**config.mk**
```make
export PLATFORM = sky130hd
export DESIGN_NAME = a2d_share_arb_flat
export DESIGN_NICKNAME = d
export VERILOG_FILES = /design/src/rtl/a2d_share_arb_if.sv /design/src/rtl/a2d_share_arb.sv /design/src/flat_wrapper.sv
export SDC_FILE = /design/constraint.sdc
export NUM_CORES = 1
export LEC_CHECK = 0
export ABC_AREA = 1
export BUFFER_PORTS_ARGS = -buffer_cell sky130_fd_sc_hd__buf_2
export CORE_AREA = 2 2 76 78
export CTS_CLUSTER_SIZE = 16
export DETAILED_ROUTE_END_ITERATION = 6
export DIE_AREA = 0 0 78 80
export PLACE_DENSITY = 0.61
export SYNTH_ARGS = -nofsm -noshare
export SYNTH_HDL_FRONTEND = slang
export SYNTH_SLANG_ARGS = --single-unit
```
**constraint.sdc**
```tcl
create_clock -name clk -period 2 [get_ports clk]
set_input_delay 0.4 -clock clk [delete_from_list [all_inputs] [get_ports clk]]
set_output_delay 0.4 -clock clk [all_outputs]
set_load 0.02 [all_outputs]
```
**src/rtl/a2d_share_arb_if.sv**
```systemverilog
// a2d_share_arb_if: requester-side and A2D-side signals of the shared converter arbiter
interface a2d_share_arb_if #(parameter int NUM_REQ = 4);
  logic [NUM_REQ-1:0] req;
  logic [3*NUM_REQ-1:0] req_chnnl;
  logic [NUM_REQ-1:0] gnt;
  logic strt_cnv;
  logic [2:0] chnnl;
  logic cnv_cmplt;
  logic [11:0] A2D_res;
  logic [11:0] res;
  logic [NUM_REQ-1:0] res_vld;
  logic busy;
  logic timeout_err;
  modport master (
    output req, req_chnnl, cnv_cmplt, A2D_res,
    input gnt, strt_cnv, chnnl, res, res_vld, busy, timeout_err
  );
  modport slave (
    input req, req_chnnl, cnv_cmplt, A2D_res,
    output gnt, strt_cnv, chnnl, res, res_vld, busy, timeout_err
  );
endinterface

```
**src/rtl/a2d_share_arb.sv**
```systemverilog
// a2d_share_arb: round-robin sharing of one A2D converter among NUM_REQ requesters with a watchdog
module a2d_share_arb #(
  parameter int NUM_REQ = 4,
  parameter int TIMEOUT = 1024
) (
  input logic clk,
  input logic rst,
  a2d_share_arb_if.slave bus
);
  localparam int IW = $clog2(NUM_REQ);
  localparam int WW = $clog2(TIMEOUT);
  typedef enum logic [1:0] {IDLE, START, WAIT, DONE} state_t;
  state_t state, nxt;
  logic [IW-1:0] ptr, win, win_q;
  logic [WW-1:0] wd;
  logic wd_end;
  assign wd_end = wd == WW'(TIMEOUT - 1);
  assign bus.strt_cnv = state == START;
  assign bus.busy = state != IDLE;
  always_comb begin
    win = '0;
    for (int k = NUM_REQ - 1; k >= 0; k--)
      if (bus.req[(int'(ptr) + k) % NUM_REQ]) win = IW'((int'(ptr) + k) % NUM_REQ);
  end
  always_comb begin
    nxt = state == IDLE  ? (|bus.req ? START : IDLE) :
          state == START ? WAIT :
          state == WAIT  ? ((bus.cnv_cmplt || wd_end) ? DONE : WAIT) : IDLE;
  end
  always_ff @(posedge clk) begin
    if (rst) begin
      state <= IDLE;
      ptr <= '0;
      win_q <= '0;
      wd <= '0;
      bus.gnt <= '0;
      bus.chnnl <= '0;
      bus.res <= '0;
      bus.res_vld <= '0;
      bus.timeout_err <= 1'b0;
    end else begin
      state <= nxt;
      bus.res_vld <= '0;
      bus.timeout_err <= 1'b0;
      if (state == IDLE && |bus.req) begin
        bus.gnt <= NUM_REQ'(1) << win;
        bus.chnnl <= bus.req_chnnl[3*int'(win) +: 3];
        win_q <= win;
      end
      if (state == START) wd <= '0;
      if (state == WAIT) begin
        if (bus.cnv_cmplt) begin
          bus.res <= bus.A2D_res;
          bus.res_vld <= bus.gnt;
        end else if (wd_end) begin
          bus.timeout_err <= 1'b1;
        end else begin
          wd <= wd + 1'b1;
        end
      end
      if (state == DONE) begin
        bus.gnt <= '0;
        ptr <= IW'((int'(win_q) + 1) % NUM_REQ);
      end
    end
  end
endmodule
```
**src/flat_wrapper.sv**
```systemverilog
// flat-port wrapper written by rule: the top's interface ports become plain ports
module a2d_share_arb_flat 
#(
  parameter int NUM_REQ = 4,
  parameter int TIMEOUT = 1024
)
  (clk, rst, bus_req, bus_req_chnnl, bus_cnv_cmplt, bus_A2D_res, bus_gnt, bus_strt_cnv, bus_chnnl, bus_res, bus_res_vld, bus_busy, bus_timeout_err);
  a2d_share_arb_if #(.NUM_REQ(NUM_REQ)) bus_i ();
  input logic clk;
  input logic rst;
  input wire logic [$bits(bus_i.req)-1:0] bus_req;
  input wire logic [$bits(bus_i.req_chnnl)-1:0] bus_req_chnnl;
  input wire logic [$bits(bus_i.cnv_cmplt)-1:0] bus_cnv_cmplt;
  input wire logic [$bits(bus_i.A2D_res)-1:0] bus_A2D_res;
  output wire logic [$bits(bus_i.gnt)-1:0] bus_gnt;
  output wire logic [$bits(bus_i.strt_cnv)-1:0] bus_strt_cnv;
  output wire logic [$bits(bus_i.chnnl)-1:0] bus_chnnl;
  output wire logic [$bits(bus_i.res)-1:0] bus_res;
  output wire logic [$bits(bus_i.res_vld)-1:0] bus_res_vld;
  output wire logic [$bits(bus_i.busy)-1:0] bus_busy;
  output wire logic [$bits(bus_i.timeout_err)-1:0] bus_timeout_err;
  assign bus_i.req = bus_req;
  assign bus_i.req_chnnl = bus_req_chnnl;
  assign bus_i.cnv_cmplt = bus_cnv_cmplt;
  assign bus_i.A2D_res = bus_A2D_res;
  assign bus_gnt = bus_i.gnt;
  assign bus_strt_cnv = bus_i.strt_cnv;
  assign bus_chnnl = bus_i.chnnl;
  assign bus_res = bus_i.res;
  assign bus_res_vld = bus_i.res_vld;
  assign bus_busy = bus_i.busy;
  assign bus_timeout_err = bus_i.timeout_err;
  a2d_share_arb #(.NUM_REQ(NUM_REQ), .TIMEOUT(TIMEOUT)) u_core (.clk(clk), .rst(rst), .bus(bus_i));
endmodule
```
* After elaboration in Yosys (flattened, before gate mapping)
Index checks and enable logic that the tools add are counted.
** Storage, ports and cells
- Input bits :: 31
- Bits in registers :: 40
- Output and inout bits :: 26
** Cells by class
- Mux-type cells :: 25
- $add $sub $neg :: 5
- Shift operators :: 2
- Order comparisons :: 4
- Equal/unequal tests :: 4
- Bitwise gates (word level) :: 5
- $mul :: 1
- Reduce and logical (&&, ||, !) cells :: 12
** Operators with widths (number)
- $mux W10 :: 4
- $shiftx A12 B32 Y3 :: 1
- $mux W2 :: 7
- $lt A3 B4 Y1 const B :: 3
- $add A10 B1 Y10 const B :: 1
- $eq A10 B10 Y1 const B :: 1
- $mux W1 :: 10
- $bmux W1 S2 :: 4
- $reduce_or A2 Y1 :: 4
- $reduce_or A3 Y1 :: 2
- $add A2 B1 Y2 const B :: 2
- $add A2 B2 Y2 const B :: 2
- $eq A2 B2 Y1 const B :: 2
- $mul A2 B2 Y4 const A :: 1
- $reduce_or A4 Y1 :: 1
- $shl A1 B2 Y4 const A :: 1
- $and A1 B1 Y1 const A :: 3
- $lt A2 B3 Y1 const B :: 1
- $eq A2 B1 Y1 const B :: 1
- $logic_not A2 Y1 :: 1
- $not A1 Y1 :: 2
- $reduce_and A2 Y1 :: 1
- $reduce_bool A2 Y1 :: 1
- $logic_and A1 B1 Y1 :: 1
- $logic_or A1 B1 Y1 :: 1

* Depth between registers and ports, before layout
Gate-level depths: netlist of run 1.
- Word-level depth :: 12
- Gate-level depth with buffers :: 13
- Gate-level depth less buffers :: 13

* Worst setup path before layout of run 1
No wires, ideal clock.
- Path type :: flip-flop to flip-flop
- From :: register u_core.wd[0]
- To :: register u_core.wd[5]
- Setup slack :: 0.428 ns
- Clock period less this slack :: 1.572 ns
- Cell stages (with the launch flop) :: 12
- Arrival :: 1.447 ns
- Required time :: 1.875 ns
- Cells stage by stage :: dfxtp_1 > ha_1 > nand3_1 > nor2_1 > nand2_1 > nor2_4 > nand2_1 > nand3_2 > buf_4 > o21ai_0 > nand2_1 > a211oi_2
** On the way
- Longest elaborated chain between the ends :: 4
- Elaborated cells between the ends (all ways) :: 5
** RTL lines
- start: declaration :: line a2d_share_arb.sv:15 : logic [WW-1:0] wd;
- start signal: assignment :: line a2d_share_arb.sv:58 : wd <= wd + 1'b1;
- $add A10 B1 Y10 or $eq A10 B10 Y1 (tied branches) :: line a2d_share_arb.sv:58, a2d_share_arb.sv:17
- $mux W10 * :: line a2d_share_arb.sv:55 : end else if (wd_end) begin
- $mux W10 * :: line a2d_share_arb.sv:52 : if (bus.cnv_cmplt) begin
- $mux W10 * :: line a2d_share_arb.sv:51 : if (state == WAIT) begin
Every way passes the cells marked *; elsewhere a longest branch is shown, timed or not.
A chain may end at the register's enable or synchronous reset.

* Worst setup path in the final report of run 1
- From :: register u_core.wd[0]
- To :: register u_core.wd[0]
** On the way
- Longest elaborated chain between the ends :: 4
- Elaborated cells between the ends (all ways) :: 6
** RTL lines (line)
- $add A10 B1 Y10 (tied with other cells) :: a2d_share_arb.sv:58
- $mux W10 :: a2d_share_arb.sv:55
- $mux W10 :: a2d_share_arb.sv:52
- $mux W10 * :: a2d_share_arb.sv:51
Marks and branches as above.

==> reports/metrics.csv, run 1 <==
stage,metric,value,unit
worst_setup_path,CP most frequent cell,nand2_1,
hold_path,Hold Path Class,in -> reg,
clock_tree,number of CTS-inserted buffers,5,
logic_synthesis,post-synth top area share,40.1,%
final_layout,ant diodes,0,
logic_synthesis,ys async rst share,0,%
sta,Slew Limit Fails,0,
logic_synthesis,register area share after synthesis,40.1,%
place,final RePlAce weighted congestion,0.820,
place,placed cells,407,
floorplanning,IO Pins,57,
place,detailed placement HPWL,3410,um
sta,RSZ-0062 raised after global routing,no,
floorplanning,die area,6240,um^2
logic_synthesis,Synth Flop Type,dfxtp_1,
clock_tree,Clock Tree Root,clkbuf_8,
route,DRC viols,0,
route,vias,1919,
route,Post-Route WL,4450,um
worst_setup_path,CP Capture Type,flip-flop,
sta,max frequency,0.560,GHz
clock_tree,clock transition at the registers of the reported paths,80,ps
sta,Setup TNS,0,ps
power,VDD IR max,0.000321,V
clock_tree,"Clk Latency, worst-skew pair",290,ps
worst_setup_path,CP required,2230,ps
sta,ratio of final minimum period to clock period,89.3,%
place,number of I/O port buffers,56,
worst_setup_path,CP max stage delay,370,ps
logic_synthesis,Synth area leader,dfxtp_1,
clock_tree,clk buf depth,2,
floorplanning,die width,78,um
logic_synthesis,cell count after synthesis,284,
power,Tot Pwr,1.69,mW
final_layout,"Core Util, Final",45.2,%
logic_synthesis,Mapped Area,2000,um^2
clock_tree,post-CTS setup buffers,0,
power,Leak,1.11,nW
final_layout,P&R area growth vs syn,22.4,%
worst_setup_path,slowest CP cell,dfxtp_1,
sta,Relative slew margins,72.6,%
worst_setup_path,CP Max Fanout,12,
worst_setup_path,RR Endpoint,u_core.wd[0]$_SDFF_PP0_,
route,First DRT Iteration DRCs,64,
floorplanning,Core ar.,5410,um^2
clock_tree,Sink Count,40,
logic_synthesis,synth top area cells,"dfxtp_1 (40%), nand2_1 (9.6%), nor2_1 (8.8%)",
logic_synthesis,"flops & latches, synth",40,
logic_synthesis,"EDFF count, synth",0,
worst_setup_path,worst setup path class,reg -> reg,
logic_synthesis,"Distinct cells, synth",31,
worst_setup_path,r2r startpoint,u_core.wd[0]$_SDFF_PP0_,
worst_setup_path,crit path to,u_core.wd[0]$_SDFF_PP0_,
floorplanning,die height,80,um
route,Vias/cell,4.64,
route,WL per Instance,10.7,um
logic_synthesis,Post-Syn Nets,320,
worst_setup_path,Startpoint Class,flip-flop,
logic_synthesis,"Avg Cell Area, Syn",7.03,um^2
worst_setup_path,crit path launch,u_core.wd[0]$_SDFF_PP0_,
clock_tree,CTS tree,done,
sta,Setup Skew,7.89,ps
floorplanning,Rows,27,
global_routing,Tot GR Track Use,14.7,%
worst_setup_path,CP arrival,2010,ps
logic_synthesis,most frequent cell after synthesis,nand2_1,
global_routing,vias in the first global route,1688,
global_routing,largest net degree at the start of global routing,17,
route,drt pass-1 iters,4,
global_routing,first-pass GRT wire length,7360,um
worst_setup_path,cell breakdown of the critical path,ha_1 -> nand3_1 -> nor2_1 -> nand2_1 -> nor2_4 -> nand2_1 -> nand3_2 -> inv_1 -> nand2_1 -> nand2_1 -> a21oi_1,
sta,final hold viol count,0,
worst_setup_path,flop2flop setup slack,210,ps
logic_synthesis,top cell types by occurrence after synthesis,"nand2_1 (51), nor2_1 (47), dfxtp_1 (40), inv_1 (30), o21ai_0 (28)",
logic_synthesis,Ys Warns,0,
clock_tree,H-tree depth,2,
final_layout,final non-filler cell total,414,
clock_tree,post-cts sizing count,0,
clock_tree,Hold Buf Count CTS,0,
sta,Slew @ Worst Pin,410,ps
run_status,status,"complete, no violations",
floorplanning,Starting Density,36.9,%
global_routing,initial antenna violation count,0,
final_layout,layout cell share with drive strength beyond 1,24.9,%
sta,final setup violation count,0,
worst_setup_path,Reg2Reg Depth,11,
final_layout,Final Net Count,378,
sta,Tmin final,1790,ps
global_routing,total grt overflow,0,
job,total of max-cap violations,0,
power,pwr/cell area,690,nW/um^2
route,Final ANT Viol Nets,0,
through the flow:
step | area [um^2] | setup slack, ps | hold slack, ps
final | 2440 | 215 | 356
after global routing | 2440 | 22.9 | 356
after CTS | 2440 | 159 | 350
after detailed placement | 2360 | 158 | 439
after global placement | 2360 | 186 | 438
after floorplan | 2000 | 428 | 451
state kept, by name, summed over array words and instances (netlist names):
signal / count
u_core.bus.gnt: 4
u_core.state: 2
u_core.bus.chnnl: 3
u_core.wd: 10
u_core.win_q: 2
u_core.bus.res_vld: 4
u_core.ptr: 2
u_core.bus.timeout_err: 1
u_core.bus.res: 12
worst min path at each step:
stage,endpoint,cells after the start,start,slack [ps]
after detailed placement,u_core.bus.res_vld[0]$_SDFF_PP0_,2,u_core.bus.gnt[0]$_SDFFE_PP0P_,440
after global routing,u_core.bus.res[2]$_SDFFE_PP0P_,3,bus_A2D_res[2],360
final,u_core.bus.res[6]$_SDFFE_PP0P_,3,bus_A2D_res[6],360
after floorplan,u_core.ptr[0]$_SDFFE_PP0P_,1,u_core.win_q[0]$_SDFFE_PP0P_,450
after global placement,u_core.bus.res_vld[0]$_SDFF_PP0_,2,u_core.bus.gnt[0]$_SDFFE_PP0P_,440
after CTS,u_core.bus.res[11]$_SDFFE_PP0P_,3,bus_A2D_res[11],350
placed cells by master (no fill, tap or decap), drive strengths merged:
| cell | count |
|---|---|
| a211oi | 2 |
| clkbuf | 5 |
| nand4 | 5 |
| o21ai | 30 |
| clkinvlp | 1 |
| ha | 5 |
| a21oi | 18 |
| a21boi | 1 |
| nand2 | 57 |
| clkinv | 2 |
| a31oi | 3 |
| nand3 | 24 |
| nor2 | 49 |
| o41ai | 1 |
| nor3 | 3 |
| dfxtp | 40 |
| buf | 59 |
| o211ai | 2 |
| xor2 | 1 |
| inv | 34 |
logic make-up (layout without fill, tap and decap cells):
logic type	after synthesis	count (layout)	synth area share, %
AO/OA/AOI/OAI	57	57	16.1
XOR/XNOR	1	1	0.439
adder cells (fa/ha/maj)	5	5	3.13
buffers and inverters	43	101	8.78
flip-flops	40	40	40.1
AND/OR/NAND/NOR	138	138	31.4
layer usage:
layer / routed length (um) / vias to the layer above / track usage (%)
met5: 0 / - / 0
met4: 41 / 0 / 4.21
met3: 186 / 4 / 3.96
met2: 2100 / 39 / 25.3
met1: 2120 / 836 / 18.1
li1: - / 1040 / -
power breakdown:
| group | leakage [nW] | internal [mW] | switching (mW) |
|---|---|---|---|
| Clock | 0.0400 | 0.236 | 0.279 |
| Sequential | 0.325 | 0.832 | 0.0236 |
| Combinational | 0.747 | 0.115 | 0.200 |
| Total | 1.11 | 1.18 | 0.502 |
final cells by class:
| class | count | area (um^2) |
|---|---|---|
| clock buffers | 5 | 68.8 |
| clock inverters | 2 | 12.5 |
| fillers | 591 | 2960 |
| inverters | 35 | 134 |
| multi-input cells | 201 | 1020 |
| flip-flops and latches | 40 | 802 |
| well taps | 72 | 90.1 |
| repair buffers | 59 | 315 |
critical path: cells and delay by family (launching register included):
family,cells,cell delay [ps]
fa+ha+maj,1,190
compound gates,1,110
flops,1,370
buf+inv,1,120
simple gates,8,910
Power figures use the tool's default switching activity.
==> run 2, diff against run 1 <==
CORE_AREA = 2 2 66 68   (was 2 2 76 78)
DIE_AREA = 0 0 68 70   (was 0 0 78 80)
PLACE_DENSITY = 0.78   (was 0.61)
==> run 2 against run 1 <==
  * Register-to-register slack worse by 20 ps
  * Largest power group unchanged
  * Clock-buffer cell count is 2 higher
  * Sequential power hardly changed
==> reports/metrics.csv, run 2 (synthesized netlist as in run 1, its figures left out) <==
stage,metric,value,unit
final_layout,Largest regs,"u_core.bus.res x12, u_core.wd x10",
global_routing,Tot GR Track Use,18.9,%
worst_setup_path,Reg2Reg Depth,11,
final_layout,"most common cell after layout, fill and taps aside",buf_2,
sta,ratio of final minimum period to clock period,90.2,%
sta,Relative slew margins,73.3,%
job,total of max-cap violations,0,
floorplanning,die height,70,um
sta,setup ws final,195,ps
power,VDD IR max,0.000384,V
floorplanning,Starting Density,48.2,%
clock_tree,Hold Buf Count CTS,0,
clock_tree,clk buf depth,2,
worst_setup_path,worst setup path class,reg -> reg,
sta,max frequency,0.554,GHz
final_layout,Largest register FFs,12,
sta,final setup violation count,0,
worst_setup_path,CP required,2190,ps
worst_setup_path,CP max stage delay,560,ps
floorplanning,die width,68,um
power,Leak,1.11,nW
worst_setup_path,slowest CP cell,dfxtp_1,
route,WL per Instance,11.1,um
sta,Final Hold Slack,357,ps
final_layout,finished layout cell area,2420,um^2
global_routing,vias in the first global route,1732,
place,number of I/O port buffers,56,
worst_setup_path,r2r startpoint,u_core.ptr[0]$_SDFFE_PP0P_,
global_routing,initial antenna violation count,0,
clock_tree,H-tree depth,2,
final_layout,final non-filler cell total,395,
global_routing,total grt overflow,0,
route,drt pass-1 iters,4,
global_routing,first-pass GRT wire length,7090,um
hold_path,worst hold start,bus_A2D_res[11],
clock_tree,number of CTS-inserted buffers,5,
sta,final hold viol count,0,
clock_tree,post-cts sizing count,0,
sta,RSZ-0062 raised after global routing,no,
clock_tree,Clock Tree Root,clkbuf_8,
worst_setup_path,Worst Path Buf+Inv,3,
worst_setup_path,CP Capture Type,flip-flop,
final_layout,"commonest non-fill, non-tap cells in the layout","buf_2 (56), nand2_1 (51), nor2_1 (47), dfxtp_1 (40), inv_1 (30)",
route,Vias/cell,4.99,
final_layout,P&R area growth vs syn,21.4,%
floorplanning,Rows,24,
final_layout,storage element area,801,um^2
worst_setup_path,CP top delay family,flip-flops,
final_layout,area occupied by multi-input gates,1030,um^2
worst_setup_path,RR Endpoint,u_core.bus.chnnl[2]$_SDFFE_PP0P_,
route,Post-Route WL,4390,um
final_layout,Reg with most FFs,u_core.bus.res,
floorplanning,Core ar.,4140,um^2
final_layout,"Core Util, Final",58.5,%
final_layout,ant diodes,0,
place,Placed Area,2320,um^2
power,Tot Pwr,1.72,mW
clock_tree,post-CTS setup buffers,0,
place,detailed placement HPWL,3270,um
route,First DRT Iteration DRCs,134,
floorplanning,die area,4760,um^2
clock_tree,"Clk Latency, worst-skew pair",290,ps
sta,Slew Limit Fails,0,
place,placed cells,387,
clock_tree,Sink Count,40,
final_layout,layout cell share with drive strength beyond 1,24.5,%
route,Final ANT Viol Nets,0,
worst_setup_path,Startpoint Class,flip-flop,
hold_path,Hold Path Depth,3,
place,pre-CTS setup slack,204,ps
worst_setup_path,flop2flop setup slack,200,ps
floorplanning,IO Pins,57,
sta,Slew @ Worst Pin,401,ps
hold_path,Hold Path End,u_core.bus.res[11]$_SDFFE_PP0P_,
hold_path,Hold Path Class,in -> reg,
worst_setup_path,CP Max Fanout,11,
global_routing,largest net degree at the start of global routing,21,
sta,Setup Skew,7.62,ps
worst_setup_path,cell breakdown of the critical path,inv_2 -> nand2_1 -> nand3_1 -> inv_1 -> nor2_1 -> o21ai_4 -> inv_4 -> nand3_1 -> nand3_1 -> nor2_1 -> nor2_1,
final_layout,Final Net Count,378,
place,final RePlAce weighted congestion,0.898,
worst_setup_path,CP arrival,1990,ps
route,vias,1971,
power,pwr/cell area,711,nW/um^2
route,DRC viols,0,
clock_tree,clock transition at the registers of the reported paths,80,ps
sta,Setup TNS,0,ps
run_status,status,"complete, no violations",
sta,Tmin final,1800,ps
final_layout,FILL cells,399,
clock_tree,CTS tree,done,
-- run 2: changes by cell type in the layout (fill, tap and decap cells not counted), sizes merged --
cell | previous run | this run
clkbuf | 5 | 7
clkinv | 2 | 1
-- run 2: cell type report --
type / count / area share (%)
Clock inverter: 1 / 0.310
Inverter: 35 / 5.52
Sequential cell: 40 / 33.0
Tap cell: 52 / 2.68
Timing Repair Buffer: 59 / 12.5
Clock buffer: 7 / 3.56
Multi-Input combinational cell: 201 / 42.4
-- run 2: how the worst max path moves through the flow --
stage | slack (ps) | cells after the start | to | from
finish | 200 | 11 | u_core.bus.chnnl[2]$_SDFFE_PP0P_ | u_core.ptr[0]$_SDFFE_PP0P_
global route | 2 | 11 | u_core.bus.chnnl[0]$_SDFFE_PP0P_ | u_core.ptr[0]$_SDFFE_PP0P_
CTS | 190 | 11 | u_core.bus.chnnl[2]$_SDFFE_PP0P_ | u_core.ptr[0]$_SDFFE_PP0P_
detailed placement | 200 | 11 | u_core.bus.chnnl[2]$_SDFFE_PP0P_ | u_core.ptr[0]$_SDFFE_PP0P_
global placement | 210 | 11 | u_core.bus.chnnl[2]$_SDFFE_PP0P_ | u_core.ptr[0]$_SDFFE_PP0P_
floorplan | 430 | 11 | u_core.wd[5]$_SDFF_PP0_ | u_core.wd[0]$_SDFF_PP0_
-- run 2: metal layers --
| metal | GRT usage (%) | routed length, um |
|---|---|---|
| met2 | 31.6 | 2160 |
| met1 | 23.7 | 1970 |
| met5 | 0 | 0 |
| met4 | 5.33 | 27 |
| met3 | 4.83 | 232 |
-- run 2: worst reg2reg max path, cell delays in order, from the launching register on --
cell     delay [ps]
dfxtp_1         560
inv_2           140
nand2_1         100
nand3_1         100
inv_1            70
nor2_1           60
o21ai_4         280
inv_4           110
nand3_1          90
nand3_1          70
nor2_1           90
nor2_1           50
-- run 2: power breakdown --
group | total (mW) | leakage [nW] | switching, mW | internal [mW]
registers | 0.856 | 0.325 | 0.0240 | 0.832
logic | 0.312 | 0.742 | 0.199 | 0.113
clock network | 0.554 | 0.0445 | 0.274 | 0.280
total | 1.72 | 1.11 | 0.497 | 1.23
